==> src/rtl/ahbl_apb_bridge_if.sv <==
// rtl/ahbl_apb_bridge_if.sv - AHB-Lite / APB3 signal bundle for the AHB-Lite to APB3 bridge
// Purpose: groups the AHB-Lite slave-side and APB3 master-side signals of the bridge.
// Modports:
//   slave  - bridge view: AHB inputs HSEL/HADDR/HTRANS/HWRITE/HSIZE/HWDATA/HREADY,
//            AHB outputs HREADYOUT/HRESP/HRDATA, APB outputs PADDR/PSEL/PENABLE/PWRITE/PWDATA,
//            APB inputs PRDATA/PREADY/PSLVERR.
//   master - environment view (AHB master plus APB peripheral), directions mirrored.
interface ahbl_apb_bridge_if #(
  parameter int ADDR_W = 16
);
  logic              HSEL;
  logic [31:0]       HADDR;
  logic [1:0]        HTRANS;
  logic              HWRITE;
  logic [2:0]        HSIZE;
  logic [31:0]       HWDATA;
  logic              HREADY;
  logic              HREADYOUT;
  logic              HRESP;
  logic [31:0]       HRDATA;
  logic [ADDR_W-1:0] PADDR;
  logic              PSEL;
  logic              PENABLE;
  logic              PWRITE;
  logic [31:0]       PWDATA;
  logic [31:0]       PRDATA;
  logic              PREADY;
  logic              PSLVERR;

  modport slave (
    input  HSEL, HADDR, HTRANS, HWRITE, HSIZE, HWDATA, HREADY,
    output HREADYOUT, HRESP, HRDATA,
    output PADDR, PSEL, PENABLE, PWRITE, PWDATA,
    input  PRDATA, PREADY, PSLVERR
  );

  modport master (
    output HSEL, HADDR, HTRANS, HWRITE, HSIZE, HWDATA, HREADY,
    input  HREADYOUT, HRESP, HRDATA,
    input  PADDR, PSEL, PENABLE, PWRITE, PWDATA,
    output PRDATA, PREADY, PSLVERR
  );
endinterface

==> src/rtl/ahbl_apb_bridge.sv <==
// rtl/ahbl_apb_bridge.sv - AHB-Lite slave to APB3 master bridge, one outstanding word transfer
// Purpose: turns each accepted AHB-Lite word transfer into one APB3 SETUP/ACCESS sequence and
//   returns read data, or a two-cycle AHB ERROR response on PSLVERR or an illegal HSIZE.
// Ports:
//   HCLK    - single clock for both AHB and APB sides
//   HRESETN - synchronous active-low reset
//   bus     - ahbl_apb_bridge_if.slave (AHB-Lite slave side and APB3 master side)
// Optional feature: define APB_TIMEOUT_EN to abort an ACCESS phase after TIMEOUT_CYCLES
//   cycles without PREADY (ERROR response); undefined, ACCESS waits for PREADY forever.
module ahbl_apb_bridge #(
  parameter int ADDR_W = 16
`ifdef APB_TIMEOUT_EN
  ,
  parameter int TIMEOUT_CYCLES = 256
`endif
) (
  input logic              HCLK,
  input logic              HRESETN,
  ahbl_apb_bridge_if.slave bus
);

  typedef enum logic [2:0] {
    S_IDLE,
    S_WDATA,
    S_SETUP,
    S_ACCESS,
    S_ERR1,
    S_ERR2
  } state_t;

  state_t            state_q, state_d;
  logic [ADDR_W-1:0] paddr_q;
  logic              pwrite_q;
  logic [31:0]       pwdata_q;
  logic [31:0]       hrdata_q;

  logic hreadyout, hresp, psel, penable;
  logic accept, size_ok, xfer_done, timeout_hit;

  // A new address phase is only taken while this slave drives HREADYOUT=1 (IDLE or ERR2).
  assign accept    = (state_q == S_IDLE || state_q == S_ERR2) &&
                     bus.HSEL && bus.HREADY && bus.HTRANS[1];
  assign size_ok   = (bus.HSIZE == 3'b010);
  assign xfer_done = (state_q == S_ACCESS) && bus.PREADY;

`ifdef APB_TIMEOUT_EN
  localparam logic [15:0] TIMEOUT_LAST = 16'(TIMEOUT_CYCLES - 1);
  logic [15:0] wait_cnt_q, wait_cnt_d;

  always_comb begin
    wait_cnt_d = wait_cnt_q;
    if (state_q == S_SETUP) begin
      wait_cnt_d = '0;
    end else if (state_q == S_ACCESS && !bus.PREADY) begin
      wait_cnt_d = wait_cnt_q + 16'd1;
    end
  end

  always_ff @(posedge HCLK) begin
    if (!HRESETN) begin
      wait_cnt_q <= '0;
    end else begin
      wait_cnt_q <= wait_cnt_d;
    end
  end

  assign timeout_hit = (state_q == S_ACCESS) && !bus.PREADY && (wait_cnt_q == TIMEOUT_LAST);
`else
  assign timeout_hit = 1'b0;
`endif

  // State register
  always_ff @(posedge HCLK) begin
    if (!HRESETN) begin
      state_q <= S_IDLE;
    end else begin
      state_q <= state_d;
    end
  end

  // Next-state logic
  always_comb begin
    state_d = state_q;
    case (state_q)
      S_IDLE, S_ERR2: begin
        if (accept) begin
          if (!size_ok) begin
            state_d = S_ERR1;
          end else if (bus.HWRITE) begin
            state_d = S_WDATA;
          end else begin
            state_d = S_SETUP;
          end
        end else begin
          state_d = S_IDLE;
        end
      end
      S_WDATA:  state_d = S_SETUP;
      S_SETUP:  state_d = S_ACCESS;
      S_ACCESS: begin
        if (xfer_done) begin
          state_d = bus.PSLVERR ? S_ERR1 : S_IDLE;
        end else if (timeout_hit) begin
          state_d = S_ERR1;
        end
      end
      S_ERR1:   state_d = S_ERR2;
      default:  state_d = S_IDLE;
    endcase
  end

  // Output decode
  always_comb begin
    hreadyout = 1'b1;
    hresp     = 1'b0;
    psel      = 1'b0;
    penable   = 1'b0;
    case (state_q)
      S_WDATA:  hreadyout = 1'b0;
      S_SETUP: begin
        hreadyout = 1'b0;
        psel      = 1'b1;
      end
      S_ACCESS: begin
        hreadyout = 1'b0;
        psel      = 1'b1;
        penable   = 1'b1;
      end
      S_ERR1: begin
        hreadyout = 1'b0;
        hresp     = 1'b1;
      end
      S_ERR2:   hresp = 1'b1;
      default: ;
    endcase
  end

  // Datapath registers. PADDR/PWRITE load only on accept, which happens with PSEL low,
  // so they are stable for the whole APB sequence.
  always_ff @(posedge HCLK) begin
    if (!HRESETN) begin
      paddr_q  <= '0;
      pwrite_q <= 1'b0;
      pwdata_q <= '0;
      hrdata_q <= '0;
    end else begin
      if (accept) begin
        paddr_q  <= bus.HADDR[ADDR_W-1:0];
        pwrite_q <= bus.HWRITE;
      end
      // HWDATA is valid in the data phase, which is the WDATA cycle.
      if (state_q == S_WDATA) begin
        pwdata_q <= bus.HWDATA;
      end
      if (xfer_done && !bus.PSLVERR && !pwrite_q) begin
        hrdata_q <= bus.PRDATA;
      end
    end
  end

  assign bus.HREADYOUT = hreadyout;
  assign bus.HRESP     = hresp;
  assign bus.HRDATA    = hrdata_q;
  assign bus.PADDR     = paddr_q;
  assign bus.PSEL      = psel;
  assign bus.PENABLE   = penable;
  assign bus.PWRITE    = pwrite_q;
  assign bus.PWDATA    = pwdata_q;

  // Upper address bits and HTRANS[0] carry no meaning for this bridge.
  logic unused_bits;
  assign unused_bits = ^{bus.HTRANS[0], bus.HADDR >> ADDR_W};

endmodule

==> src/flat_wrapper.sv <==
// flat-port wrapper written by rule: the top's interface ports become plain ports
module ahbl_apb_bridge_flat 
#(
  parameter int ADDR_W = 16

)
  (HCLK, HRESETN, bus_HSEL, bus_HADDR, bus_HTRANS, bus_HWRITE, bus_HSIZE, bus_HWDATA, bus_HREADY, bus_HREADYOUT, bus_HRESP, bus_HRDATA, bus_PADDR, bus_PSEL, bus_PENABLE, bus_PWRITE, bus_PWDATA, bus_PRDATA, bus_PREADY, bus_PSLVERR);
  ahbl_apb_bridge_if #(.ADDR_W(ADDR_W)) bus_i ();
  input logic HCLK;
  input logic HRESETN;
  input wire logic [$bits(bus_i.HSEL)-1:0] bus_HSEL;
  input wire logic [$bits(bus_i.HADDR)-1:0] bus_HADDR;
  input wire logic [$bits(bus_i.HTRANS)-1:0] bus_HTRANS;
  input wire logic [$bits(bus_i.HWRITE)-1:0] bus_HWRITE;
  input wire logic [$bits(bus_i.HSIZE)-1:0] bus_HSIZE;
  input wire logic [$bits(bus_i.HWDATA)-1:0] bus_HWDATA;
  input wire logic [$bits(bus_i.HREADY)-1:0] bus_HREADY;
  output wire logic [$bits(bus_i.HREADYOUT)-1:0] bus_HREADYOUT;
  output wire logic [$bits(bus_i.HRESP)-1:0] bus_HRESP;
  output wire logic [$bits(bus_i.HRDATA)-1:0] bus_HRDATA;
  output wire logic [$bits(bus_i.PADDR)-1:0] bus_PADDR;
  output wire logic [$bits(bus_i.PSEL)-1:0] bus_PSEL;
  output wire logic [$bits(bus_i.PENABLE)-1:0] bus_PENABLE;
  output wire logic [$bits(bus_i.PWRITE)-1:0] bus_PWRITE;
  output wire logic [$bits(bus_i.PWDATA)-1:0] bus_PWDATA;
  input wire logic [$bits(bus_i.PRDATA)-1:0] bus_PRDATA;
  input wire logic [$bits(bus_i.PREADY)-1:0] bus_PREADY;
  input wire logic [$bits(bus_i.PSLVERR)-1:0] bus_PSLVERR;
  assign bus_i.HSEL = bus_HSEL;
  assign bus_i.HADDR = bus_HADDR;
  assign bus_i.HTRANS = bus_HTRANS;
  assign bus_i.HWRITE = bus_HWRITE;
  assign bus_i.HSIZE = bus_HSIZE;
  assign bus_i.HWDATA = bus_HWDATA;
  assign bus_i.HREADY = bus_HREADY;
  assign bus_HREADYOUT = bus_i.HREADYOUT;
  assign bus_HRESP = bus_i.HRESP;
  assign bus_HRDATA = bus_i.HRDATA;
  assign bus_PADDR = bus_i.PADDR;
  assign bus_PSEL = bus_i.PSEL;
  assign bus_PENABLE = bus_i.PENABLE;
  assign bus_PWRITE = bus_i.PWRITE;
  assign bus_PWDATA = bus_i.PWDATA;
  assign bus_i.PRDATA = bus_PRDATA;
  assign bus_i.PREADY = bus_PREADY;
  assign bus_i.PSLVERR = bus_PSLVERR;
  ahbl_apb_bridge #(.ADDR_W(ADDR_W)) u_core (.HCLK(HCLK), .HRESETN(HRESETN), .bus(bus_i));
endmodule
==> config.mk <==
export PLATFORM = sky130hd
export DESIGN_NAME = ahbl_apb_bridge_flat
export DESIGN_NICKNAME = d
export VERILOG_FILES = /design/src/rtl/ahbl_apb_bridge_if.sv /design/src/rtl/ahbl_apb_bridge.sv /design/src/flat_wrapper.sv
export SDC_FILE = /design/constraint.sdc
export NUM_CORES = 1
export LEC_CHECK = 0
export CORE_ASPECT_RATIO = 0.5
export CORE_MARGIN = 5
export CORE_UTILIZATION = 43
export CTS_BUF_LIST = sky130_fd_sc_hd__clkbuf_4
export DETAILED_ROUTE_END_ITERATION = 6
export PLACE_DENSITY = 0.9
export SYNTH_ARGS = -nofsm -noshare
export SYNTH_HDL_FRONTEND = slang
export SYNTH_SLANG_ARGS = --single-unit
==> constraint.sdc <==
create_clock -name HCLK -period 2.1 [get_ports HCLK]
set_input_delay 0.21 -clock HCLK [delete_from_list [all_inputs] [get_ports HCLK]]
set_output_delay 0.21 -clock HCLK [all_outputs]
set_load 0.02 [all_outputs]
**Word-level counts from Yosys, hierarchy flattened**

Index checks and enable logic that the tools add are counted.

- Flip-flop bits (word level): 84
- Input port bits: 108
- Output and inout port bits: 85
- Word-level logic and storage cells: 36

- Equality and inequality tests: 7
- Multiplexer cells: 10
- Reductions and logical operators: 14

Operators with widths:

| operator | count |
|---|---|
| one-hot mux 3 bit (5 select lines) | 1 |
| two-way mux 3 bit | 4 |
| == test 3 x 2 -> 1 bit (second input constant) | 3 |
| == test 3 bit (second input constant) | 2 |
| logical AND 1 bit | 6 |
| OR reduction 2 bit | 3 |
| two-way mux 1 bit | 4 |
| OR reduction 4 bit | 1 |
| == test 3 x 1 -> 1 bit (second input constant) | 1 |
| logical NOT 3 bit | 1 |
| logical NOT 1 bit | 2 |
| two-way mux 2 bit | 1 |
| != test 2 x 1 -> 1 bit (second input constant) | 1 |
| logical OR 1 bit | 1 |

**Logic depth before layout (Yosys ltp)**

- Depth in word-level cells: 7
- Depth in mapped cells: 6
- Gate-level depth less buffers: 4

**Least setup slack after synthesis**

OpenSTA, ideal clock, no wires.

- Path type: register to register
- Start point: register u_core.state_q[2]
- End point: register u_core.pwdata_q[25] (netlist: u_core.bus.PWDATA[25])
- Data arrival time: 1108 ps
- Slack: 870 ps
- Stages on the path, launching flop included: 6
- Buffers on the path: 2
- Cell sequence: dfxtp_1 or3b_1 buf_2 buf_2 nand2_1 a21boi_0

- Word-level cells in the longest chain between the ends: 1

RTL lines:

| item | line | text |
|---|---|---|
| from (decl) | ahbl_apb_bridge.sv:31 | `state_t state_q, state_d;` |
| from (signal assigned) | ahbl_apb_bridge.sv:77 | `state_q <= state_d;` |
| == test 3 x 1 -> 1 bit | ahbl_apb_bridge.sv:152 | `if (state_q == S_WDATA) begin` |
| to (signal assigned) | ahbl_apb_bridge.sv:153 | `pwdata_q <= bus.HWDATA;` |
| to (decl) | ahbl_apb_bridge.sv:34 | `logic [31:0] pwdata_q;` |

Every way passes these cells.
A chain may end at the register's enable or synchronous reset.

**Final worst setup path**

- Start point: register u_core.state_q[1]
- End point: output port bus_PSEL

- Word-level cells in the longest chain between the ends: 3

RTL lines:

| item | line | text |
|---|---|---|
| == test 3 x 2 -> 1 bit | ahbl_apb_bridge.sv:118 | `case (state_q)` |
| OR reduction 2 bit (no line) * | - |  |
| two-way mux 1 bit * | ahbl_apb_bridge.sv:118 |  |
| to (decl) | flat_wrapper.sv:22 | `output wire logic [$bits(bus_i.PSEL)-1:0] bus_PSEL;` |

Mark *: on every way between the ends. The rest lies on a longest branch, timed or not.

==> flow_summary.json <==
{
  "required_ns": 1.89,
  "drcViolationCount": 0,
  "cts_tree": "done",
  "setup_viol": 0,
  "grt-ovfl-total": 0,
  "core_sq_um": 7940,
  "final_cells": 677,
  "crit_family": "buffers and inverters",
  "die_area_sq_um": 10100,
  "endpoint_kind": "output pin",
  "synth_warnings": 0,
  "rows": 23,
  "rr_endpoint": "u_core.bus.PWDATA[0]",
  "dr_total_vias": 3451,
  "wl_per_cell_microns": 15.5,
  "finalWorstSetupSlack_ns": 0.116,
  "globalplace.congestion": 0.823,
  "postCtsSetupBuffers": 0,
  "grt_pass1_wl_mm": 16.4,
  "io_buffers": 175,
  "syn_inst": 395,
  "cts.sinks": 84,
  "clk_path_buf_depth": 2,
  "vdd_drop_max_uv": 307,
  "place_hpwl_mm": 7.57,
  "whs_path_depth": 3,
  "hp-start": "bus_HWDATA[9]",
  "mostFrequentLayoutCells": "173 x clkdlybuf4s50_1, 81 x dfxtp_1, 66 x nand2_1, 65 x a21boi_1",
  "p_per_area_nw_per_um2": 599,
  "finish.utilization_pct": 68.6,
  "track_usage_pct": 20.4,
  "status": "finished clean",
  "h-tree-depth": 3,
  "start_kind": "flip-flop",
  "worstHoldPathType": "input port to flip-flop",
  "rr_startpoint": "u_core.state_q[0]",
  "cts-buffers-inserted": 9,
  "ios": 193,
  "fin_crit_ns": 1.98,
  "synth_edf_count": 0,
  "finClkSkew_ns": 0.0111,
  "switching_share_pct": 25.7,
  "first_global_vias": 3286,
  "p_int_mw": 2.42,
  "multi_input_area_sq_um": 1580,
  "viasPerCell": 5.10,
  "wl_mm": 10.5,
  "drv_cap": 0,
  "nets": 668,
  "ys.flop_type": "dfxtp_1",
  "async_flop_share_pct": 0,
  "syn_to_final_growth_pct": 55.9,
  "die_w_microns": 137,
  "clk_latency_ns": 0.44,
  "drtAntennaViolNets": 0,
  "grt_antenna_before_repair": 0,
  "post-place-ws_ns": 0.353,
  "syn-num-nets": 503,
  "seq_power_share_pct": 51.3,
  "num-fill-cells": 643,
  "syn_area_sq_um": 3490,
  "regArea_sq_um": 1690,
  "start_util_pct": 44.0,
  "crit_type": "flip-flop to output pin",
  "rrSetupSlack_ns": 0.48,
  "slew_headroom_pct": 61.5,
  "rsz0062_at_grt": "false",
  "clk_pin_slew_ns": 0.13,
  "finalCritPeriodShare_pct": 94.5,
  "crit_buf_inv": 2,
  "place_inst": 661,
  "max_stage_delay_ns": 0.63,
  "synth-seq-area-share_pct": 48.1,
  "syn_avg_cell_area_sq_um": 8.84,
  "worstHoldEndpoint": "u_core.bus.PWDATA[9]",
  "p_comb_share_pct": 18.0,
  "rr_worst_depth": 4,
  "clkPwrFrac_pct": 30.7,
  "drive_gt1_share_pct": 6.73,
  "grt_max_degree": 39,
  "antennaDiodeCount": 0,
  "synth.distinct_cells": 31,
  "die_h_microns": 73.7,
  "hold_viol_final": 0,
  "final_common_cell": "clkdlybuf4s50_1",
  "tns_ns": 0,
  "p_switching_mw": 0.838,
  "p_leak_nw": 1.86,
  "cp-startpoint": "u_core.state_q[1]",
  "dr.pass1.iters": 4,
  "tightest_slew_ns": 0.577,
  "cp_slowest_cell": "clkdlybuf4s50_1",
  "fmax_mhz": 504,
  "drt_iter0_drc": 262,
  "arrival_ns": 1.77,
  "clock-root-buffer": "clkbuf_4",
  "crit_path_max_fanout": 13,
  "ys_seq_elements": 84,
  "crit_chain": "nand2b_1 > inv_1 > clkdlybuf4s50_1",
  "drv_slew": 0
}
==> through the flow <==
step	hold slack (ns)	instance area (sq um)	total power, mW
global placement	0.440	5290	2.29
global route	0.269	5450	3.42
detailed placement	0.445	5290	2.29
finish	0.298	5450	3.26
floorplan	0.345	3490	1.98
CTS	0.264	5440	3.30
==> cells by family after synthesis <==
| family | synth area share (%) |
|---|---|
| buffers and inverters | 6.52 |
| xor gates and xnor gates | 1.18 |
| AOI/OAI and AO/OA | 25.5 |
| DFF | 48.1 |
| and+or+nand+nor | 18.6 |
==> synthesized netlist by cell type, types with 2 or more instances <==
cell type | n | area [sq um]
dfxtp_1 | 84 | 1680
nand2_1 | 66 | 248
a21boi_1 | 65 | 488
nand3_1 | 49 | 245
o21ai_0 | 49 | 245
a21boi_0 | 16 | 120
clkbuf_1 | 15 | 56.3
buf_2 | 10 | 50.1
buf_6 | 7 | 78.8
buf_4 | 4 | 30.0
a32o_1 | 2 | 20.0
and3_1 | 2 | 12.5
inv_1 | 2 | 7.51
nand4b_1 | 2 | 17.5
nor2_1 | 2 | 7.51
nor2b_1 | 2 | 12.5
nor3b_1 | 2 | 15.0
o21ai_1 | 2 | 10.0
or3b_1 | 2 | 17.5
==> power groups by stage <==
stage                     combinational [mW]  sequential (mW)  clock [mW]
after global placement                 0.581             1.70           0
after CTS                              0.592             1.67        1.04
after detailed placement               0.588             1.71           0
after global routing                   0.629             1.68        1.11
after floorplan                        0.234             1.74           0
final                                  0.589             1.67        1.00
==> worst reg2reg max path, stage by stage, from the launching register on <==
cell and delay, ns:
dfxtp_2 0.49, or3b_1 0.61, buf_12 0.26, nand2_1 0.08, a21boi_0 0.08
==> what timing repair did <==
| action | 4_1_cts | 5_1_grt |
|---|---|---|
| hold buffers | 0 | 0 |
| pin swaps | 0 | 0 |
| gates resized for setup | 2 | 2 |
| endpoints found under the setup margin | 3 | 4 |
==> cell type report <==
cell class / count / share of cell area [%]
Timing Repair Buffer: 191 / 34.5
Tap cell: 112 / 2.57
Sequential cell: 84 / 30.9
Multi-Input combinational cell: 272 / 29.1
Clock inverter: 7 / 1.49
Clock buffer: 9 / 1.24
Inverter: 2 / 0.138
==> worst max-delay path by stage <==
| stage | to | slack (ns) | cells past startpoint |
|---|---|---|---|
| global route | bus_PSEL | 0.007 | 3 |
| global placement | u_core.bus.PWDATA[29] | 0.40 | 4 |
| CTS | bus_HREADYOUT | 0.01 | 3 |
| floorplan | u_core.bus.PWDATA[25] | 0.87 | 5 |
| finish | bus_PSEL | 0.12 | 3 |
| detailed placement | u_core.bus.PWDATA[0] | 0.35 | 4 |
==> state kept, by name, summed over array words and instances, names as in the netlist <==
name / cells
u_core.bus.PWDATA: 32
u_core.state_q: 3
u_core.bus.PWRITE: 1
u_core.bus.HRDATA: 32
u_core.bus.PADDR: 16
==> per-layer routing <==
metal  vias to the layer above  share of wire, %  track usage, %
met3                        24               5.4            5.88
met1                      1625                39            23.2
met5                         -                 0               0
met4                         0               2.5            9.96
met2                       105                53            35.6
li1                       1697                 -               -
Note: power is estimated with default switching activity, not from simulation.
